[config.mk]
export PLATFORM = sky130hd
export DESIGN_NAME = hazard_forward_unit
export DESIGN_NICKNAME = d
export VERILOG_FILES = /design/src/rtl/hazard_forward_unit.sv
export SDC_FILE = /design/constraint.sdc
export NUM_CORES = 1
export LEC_CHECK = 0
export ABC_AREA = 1
export CAP_MARGIN = 10
export CORE_UTILIZATION = 35
export CTS_CLUSTER_DIAMETER = 120
export DETAILED_ROUTE_END_ITERATION = 10
export GPL_ROUTABILITY_DRIVEN = 1
export GPL_TIMING_DRIVEN = 0
export PLACE_DENSITY = 0.61
export SLEW_MARGIN = 0
export SYNTH_ARGS = -nofsm -noshare
export SYNTH_HDL_FRONTEND = slang
export SYNTH_SLANG_ARGS = --single-unit
[constraint.sdc]
create_clock -name CLK -period 2.3 [get_ports CLK]
set_input_delay 0.345 -clock CLK [delete_from_list [all_inputs] [get_ports CLK]]
set_output_delay 0.345 -clock CLK [all_outputs]
set_load 0.01 [all_outputs]
[src/rtl/hazard_forward_unit.sv]
// Hazard detection and operand-forwarding control for the 5-stage pipeline.
// Optional feature macro: FORWARDING_EN (undefined = stall-only RAW resolution).
module hazard_forward_unit #(
   parameter int REG_W = 5,
   parameter int CNT_W = 32
) (
   input  logic             CLK,
   input  logic             RST,
   input  logic             id_valid,
   input  logic [REG_W-1:0] id_rs1,
   input  logic [REG_W-1:0] id_rs2,
   input  logic             id_rs1_used,
   input  logic             id_rs2_used,
   input  logic [REG_W-1:0] id_rd,
   input  logic             id_reg_write,
   input  logic             id_mem_read,
   input  logic             ex_branch_taken,
   output logic [1:0]       fwd_a_sel,
   output logic [1:0]       fwd_b_sel,
   output logic             stall_if_id,
   output logic             flush_if_id,
   output logic             flush_id_ex,
   output logic [CNT_W-1:0] stall_cycles
);

   typedef struct packed {
      logic             valid;
      logic [REG_W-1:0] rd;
      logic             reg_write;
      logic             mem_read;
   } tag_t;

   tag_t ex_tag, mem_tag, wb_tag, id_tag;

   logic       a_ex, a_mem, b_ex, b_mem;
   logic       hazard;
   logic [1:0] next_a, next_b;
   logic       tags_unused;

   // x0 is hardwired to zero, so a producer targeting it never matches a consumer
   function automatic logic match(input tag_t t, input logic [REG_W-1:0] rs, input logic used);
      return t.valid & t.reg_write & (t.rd == rs) & (rs != '0) & used;
   endfunction

   assign a_ex  = match(ex_tag,  id_rs1, id_rs1_used);
   assign a_mem = match(mem_tag, id_rs1, id_rs1_used);
   assign b_ex  = match(ex_tag,  id_rs2, id_rs2_used);
   assign b_mem = match(mem_tag, id_rs2, id_rs2_used);

   assign id_tag = '{valid: id_valid, rd: id_rd, reg_write: id_reg_write, mem_read: id_mem_read};

`ifdef FORWARDING_EN
   logic a_wb, b_wb;

   assign a_wb = match(wb_tag, id_rs1, id_rs1_used);
   assign b_wb = match(wb_tag, id_rs2, id_rs2_used);

   // Only a load in EX cannot be forwarded in time; the youngest producer wins the mux
   always_comb begin
      hazard = id_valid & ex_tag.mem_read & (a_ex | b_ex);
      next_a = a_ex ? 2'd1 : a_mem ? 2'd2 : a_wb ? 2'd3 : 2'd0;
      next_b = b_ex ? 2'd1 : b_mem ? 2'd2 : b_wb ? 2'd3 : 2'd0;
   end

   assign tags_unused = ^{mem_tag.mem_read, wb_tag.mem_read};
`else
   // Without forwarding, any producer still in EX or MEM holds the consumer in ID
   always_comb begin
      hazard = id_valid & (a_ex | a_mem | b_ex | b_mem);
      next_a = 2'd0;
      next_b = 2'd0;
   end

   assign tags_unused = ^{ex_tag.mem_read, mem_tag.mem_read, wb_tag};
`endif

   // A taken branch squashes both younger instructions and wins over any stall
   always_comb begin
      flush_if_id = ex_branch_taken;
      flush_id_ex = ex_branch_taken | hazard;
      stall_if_id = hazard & ~ex_branch_taken;
   end

   // Tag pipeline, registered mux selects and the stall counter
   always_ff @(posedge CLK) begin
      if (RST) begin
         ex_tag       <= '0;
         mem_tag      <= '0;
         wb_tag       <= '0;
         fwd_a_sel    <= 2'd0;
         fwd_b_sel    <= 2'd0;
         stall_cycles <= '0;
      end else begin
         wb_tag    <= mem_tag;
         mem_tag   <= ex_tag;
         ex_tag    <= flush_id_ex ? '0 : id_tag;
         fwd_a_sel <= flush_id_ex ? 2'd0 : next_a;
         fwd_b_sel <= flush_id_ex ? 2'd0 : next_b;
         if (stall_if_id)
            stall_cycles <= stall_cycles + CNT_W'(1);
      end
   end

endmodule

==> Word level (Yosys, flattened, before mapping) <==
Index checks and enable logic that the tools add are counted.
{ "word_totals": {"regBits": 46, "inputBits": 23, "output_inout_bits": 39, "word_cells": 36} }
{ "classes": {"n_addsub": 1, "eq_ne": 4, "n_bitwise": 21, "reduce_logical": 3} }
{ "op_table": {"columns": ["cell", "count"], "rows": [
  ["$add 32x1->32 const B", 1],
  ["$eq 5x5->1", 4],
  ["$and 1x1->1", 16],
  ["$reduce_bool 5->1", 2],
  ["$or 1x1->1", 4],
  ["$reduce_or 2->1", 1],
  ["$not 1->1", 1]
]} }

==> Logic depth before layout (Yosys ltp) <==
{ "depth": {"depth_word": 10, "depth_mapped": 12, "ltp_nobuf": 12} }

==> Least setup slack after synthesis <==
No wires, ideal clock.
{ "synth_timing": {"path_kind": "reg-to-reg", "start": "reg stall_cycles[0]", "end": "reg stall_cycles[12]", "setup_ns": 0.070, "arrival_time_ns": 1.522, "required_time_ns": 2.230, "path_slack_ns": 0.708, "path_stages_with_launch": 9, "path_buffers": 0, "synth_period_minus_slack_ns": 1.592, "cell_sequence": "dfxtp_1 > ha_1 > inv_2 > nor2_4 > inv_1 > nor2_2 > xor2_1 > nand4_1 > a21oi_1"} }
{ "synth_via": {"elab_chain_len": 1} }
{ "synth_lines": {"columns": ["element", "line_no", "source"], "rows": [
  ["start, declared", "23", "output logic [CNT_W-1:0] stall_cycles"],
  ["start signal, assigned", "100", "stall_cycles <= stall_cycles + CNT_W'(1);"],
  ["$add 32x1->32", "100", null]
]} }
Every way passes these cells.
A chain may end at the register's enable or synchronous reset.

==> Worst setup path after layout <==
{ "layout_timing": {"start": "in id_rs1[0]", "end": "out stall_if_id"} }
{ "layout_via": {"elab_chain_len": 9, "elab_cells_between_ends": 14, "cone_classes": "2 x eq/ne; 11 x bitwise; 1 x reduce/logical"} }
{ "layout_lines": {"columns": ["element", "line_no", "source"], "rows": [
  ["start, declared", "10", "input logic [REG_W-1:0] id_rs1,"],
  ["$eq 5x5->1", "42", "return t.valid & t.reg_write & (t.rd == rs) & (rs != '0) & used;"],
  ["$and 1x1->1 (3 in a row)", "42", null],
  ["$or 1x1->1 * (3 in a row)", "69", "hazard = id_valid & (a_ex | a_mem | b_ex | b_mem);"],
  ["$and 1x1->1 *", "69", null],
  ["$and 1x1->1 *", "81", "stall_if_id = hazard & ~ex_branch_taken;"],
  ["end, declared", "20", "output logic stall_if_id,"]
]} }
Every way passes the cells marked *; elsewhere a longest branch is shown, timed or not.

==> results.md <==
- WP data arrival: 1760 ps
- Vias in the first global route: 3031
- Hold depth: 2
- Vias per inst: 4.762
- Most frequent cells after synthesis: 187 x nand2_1, 72 x nor2_1, 46 x dfxtp_1, 42 x inv_1, 33 x nand4_1
- Crit path max fanout: 5
- Overall via count from detail_route: 3205
- RSZ-0062 raised after global routing: false
- Worst min path class: reg2reg
- Initial Utilization: 0.3686
- GR Layer Usage met2: 0.3411
- Clock sink count: 46
- Core ar.: 8341 µm²
- Initial DRC Count: 133
- Die area: 9162 µm²
- Post-route ant nets: 0
- Avg Inst Size Synth: 6.173 µm²
- R2R Path End: stall_cycles[16]
- Top cell type's share of synthesized area: 0.2996
- Slowest-stage cell, CP: clkdlybuf4s50_1
- H-Tree Depth: 2
- Final Cell Area: 3892 µm²
- Die width: 95.72 µm
- Synth Cell Area: 3074 µm²
- Synth async-reset ratio: 0
- Critical Path RT: 1960 ps
- Worst-skew pair later-pin latency: 310 ps
- Grt total ovfl: 0
- Top_reg_cell synth: dfxtp_1
- # setup viols final: 0
- Synth area leaders: dfxtp_1 30%, nand2_1 23%, nor2_1 8.8%, nand4_1 6.7%, inv_1 5.1%
- Die Height: 95.72 µm
- Synth Instances: 498
- Crit Path Class: in2out
- Tmin final: 2108 ps
- Synthesized flop and latch total: 46
- Cells after DPL: 661
- Final Slew Violations: 0
- Largest net degree at the start of global routing: 16
- Crit-path leading delay family: buffers and inverters
- Ratio of cells with drive above 1 in the final layout: 0.1004
- Root Buffer: clkbuf_8
- Initial antenna violation count: 0
- Hold Path Sink: mem_tag[7]
- Clock slew at reported path FFs: 100 ps
- DR DRC count: 0
- Synth warn: 0
- Register-to-Register Setup Slack: 420 ps
- CTS max path bufs: 2
- Most frequent CP cell: nand2_1
- R2r startpoint: stall_cycles[0]
- DP HPWL: 6.758 mm
- EDFF count, synth: 0
- Routed WL per cell: 12.82 µm
- GPL Wtd Cong: 0.9812
- Status: completed
- Worst vdd ir: 0.2665 mV
- # IOs: 62
- Cts bufs inserted: 5
- Worst path bufs/invs: 5
- Hold path start: ex_tag[7]
- Largest stage delay, worst path: 470 ps
- Synth area leader: dfxtp_1
- Fill cell count: 895
- P&R area growth vs syn: 26.62%
- Max_cap viols: 0
- Hold Violations, Final: 0
- Port bufs: 55
- Nets: 591
- Clk_skew: 8.974 ps
- Placed cell area: 3767 µm²
- Most frequent cell after synthesis: nand2_1
- Final std cells w/o fill: 673
- CTS Hold Bufs: 0
- WL final: 8.628 mm
- Met1 usage: 0.2681
- GRT Overall Usage: 0.2009
- Row Count: 33
- Reg2reg path depth: 8
- Layer with the highest usage: met2
- CTS tree: done
- # diodes: 0
- Cell Pwr Density: 378.3 nW/µm²
- Met3 usage: 0.02844
- Setup crit start kind: input pin
- Kind of end point of the critical path: output port
- Sequential element share of the synthesized area: 0.2996
- Library cells used by synthesis: 26
- Leak pwr: 0.001606 µW
- Crit-path cells: clkdlybuf4s50_1, inv_2, nand2_1, nand2_1, nor2_1, nand3_1, nand2_1, nand2_2, nand2_4, nand3_4, buf_8, inv_1, buf_2
- Final Cycle Share: 0.9166
- Fmax: 474.3 MHz
- Global-route wire length before repair: 14.20 mm
- Drt first pass iters: 4
## how the worst max path moves through the flow
stage,startpoint,end,cells past startpoint
floorplan,stall_cycles[0],stall_cycles[12],8
global placement,id_rs2[0],stall_if_id,13
detailed placement,id_rs2[2],stall_if_id,13
CTS,id_rs1[3],stall_if_id,13
global route,id_rs1[0],stall_if_id,13
finish,id_rs1[0],stall_if_id,13
## worst reg2reg max path, stage by stage, from the launching register on
cell	delay [ps]
dfxtp_1	470
ha_1	360
inv_2	100
nor2_4	190
nand2_2	120
nor2_1	150
xor2_1	160
nand4_1	110
a21oi_1	160
## routing by layer
layer  vias to the layer above  share of wire
li1                       1699              -
met1                      1416           0.48
met2                        82           0.46
met3                         8          0.054
met4                         0          0.010
met5                         -              0
## sequential cells by signal (all words and copies together) (netlist names)
signal        cells
mem_tag           7
stall_cycles     32
ex_tag            7
## timing repair
item,in CTS,in global routing
pin swaps,3,3
gates resized for setup,10,10
endpoints found under the setup margin,2,2
buffers inserted,4,0
## cells in the final DEF (no fill, tap or decap), types with 4 or more instances in the layout
cell type	instances
conb_1	4
nand3b_1	14
clkbuf_8	5
nor2_4	8
nor2_2	6
nand4_1	33
buf_6	5
dlymetal6s2s_1	5
xnor2_1	4
a21oi_1	30
nand2_2	4
dfxtp_1	45
dlygate4sd2_1	4
xor2_1	12
nand3_1	7
buf_4	9
buf_2	7
clkbuf_1	4
clkdlybuf4s50_1	44
nor2_1	71
inv_2	4
inv_1	41
nand2_1	187
## area by class of cell
type	count	area, µm²	area share
Tap cell	105	131.4	0.03375
Inverter	46	172.7	0.04436
Clock buffer	5	68.82	0.01768
Sequential cell	46	922.1	0.2369
Clock inverter	3	21.27	0.005464
Multi-Input combinational cell	387	1841	0.4728
Timing Repair Buffer	59	578.1	0.1485
Buffer	22	157.7	0.04050
## logic make-up (layout without fill, tap and decap cells)
logic type,count (synthesis),count (layout),share of synthesized area
AOI/OAI and AO/OA,33,33,0.05372
xor gates and xnor gates,16,16,0.04558
adders and majority gates,1,1,0.004069
buffers and inverters,68,135,0.1062
DFF,46,46,0.2996
other,1,4,0.001220
and+or+nand+nor,333,333,0.4896
## where the power goes
part / internal, µW / switching, µW / leakage, µW / total [µW]
Combinational: 58.8 / 83.7 / 0.00119 / 143
Sequential: 804 / 5.32 / 0.000372 / 810
Clock: 214 / 306 / 0.0000441 / 521
Total: 1080 / 395 / 0.00161 / 1470
## through the flow
stage | utilization | hold slack, ps | total power [µW] | setup TNS (ps) | setup WS [ps]
floorplan | - | 403.1 | 907.1 | 0 | 707.6
global placement | 0.4517 | 412.2 | 972.3 | -791.0 | -486.8
detailed placement | 0.4517 | 414.8 | 973.6 | -882.3 | -522.9
CTS | 0.4661 | 428.6 | 1486 | 0 | 3.025
global route | 0.4667 | 448.5 | 1536 | 0 | 54.18
finish | 0.4667 | 427.0 | 1473 | 0 | 191.8
Power figures use the tool's default switching activity.
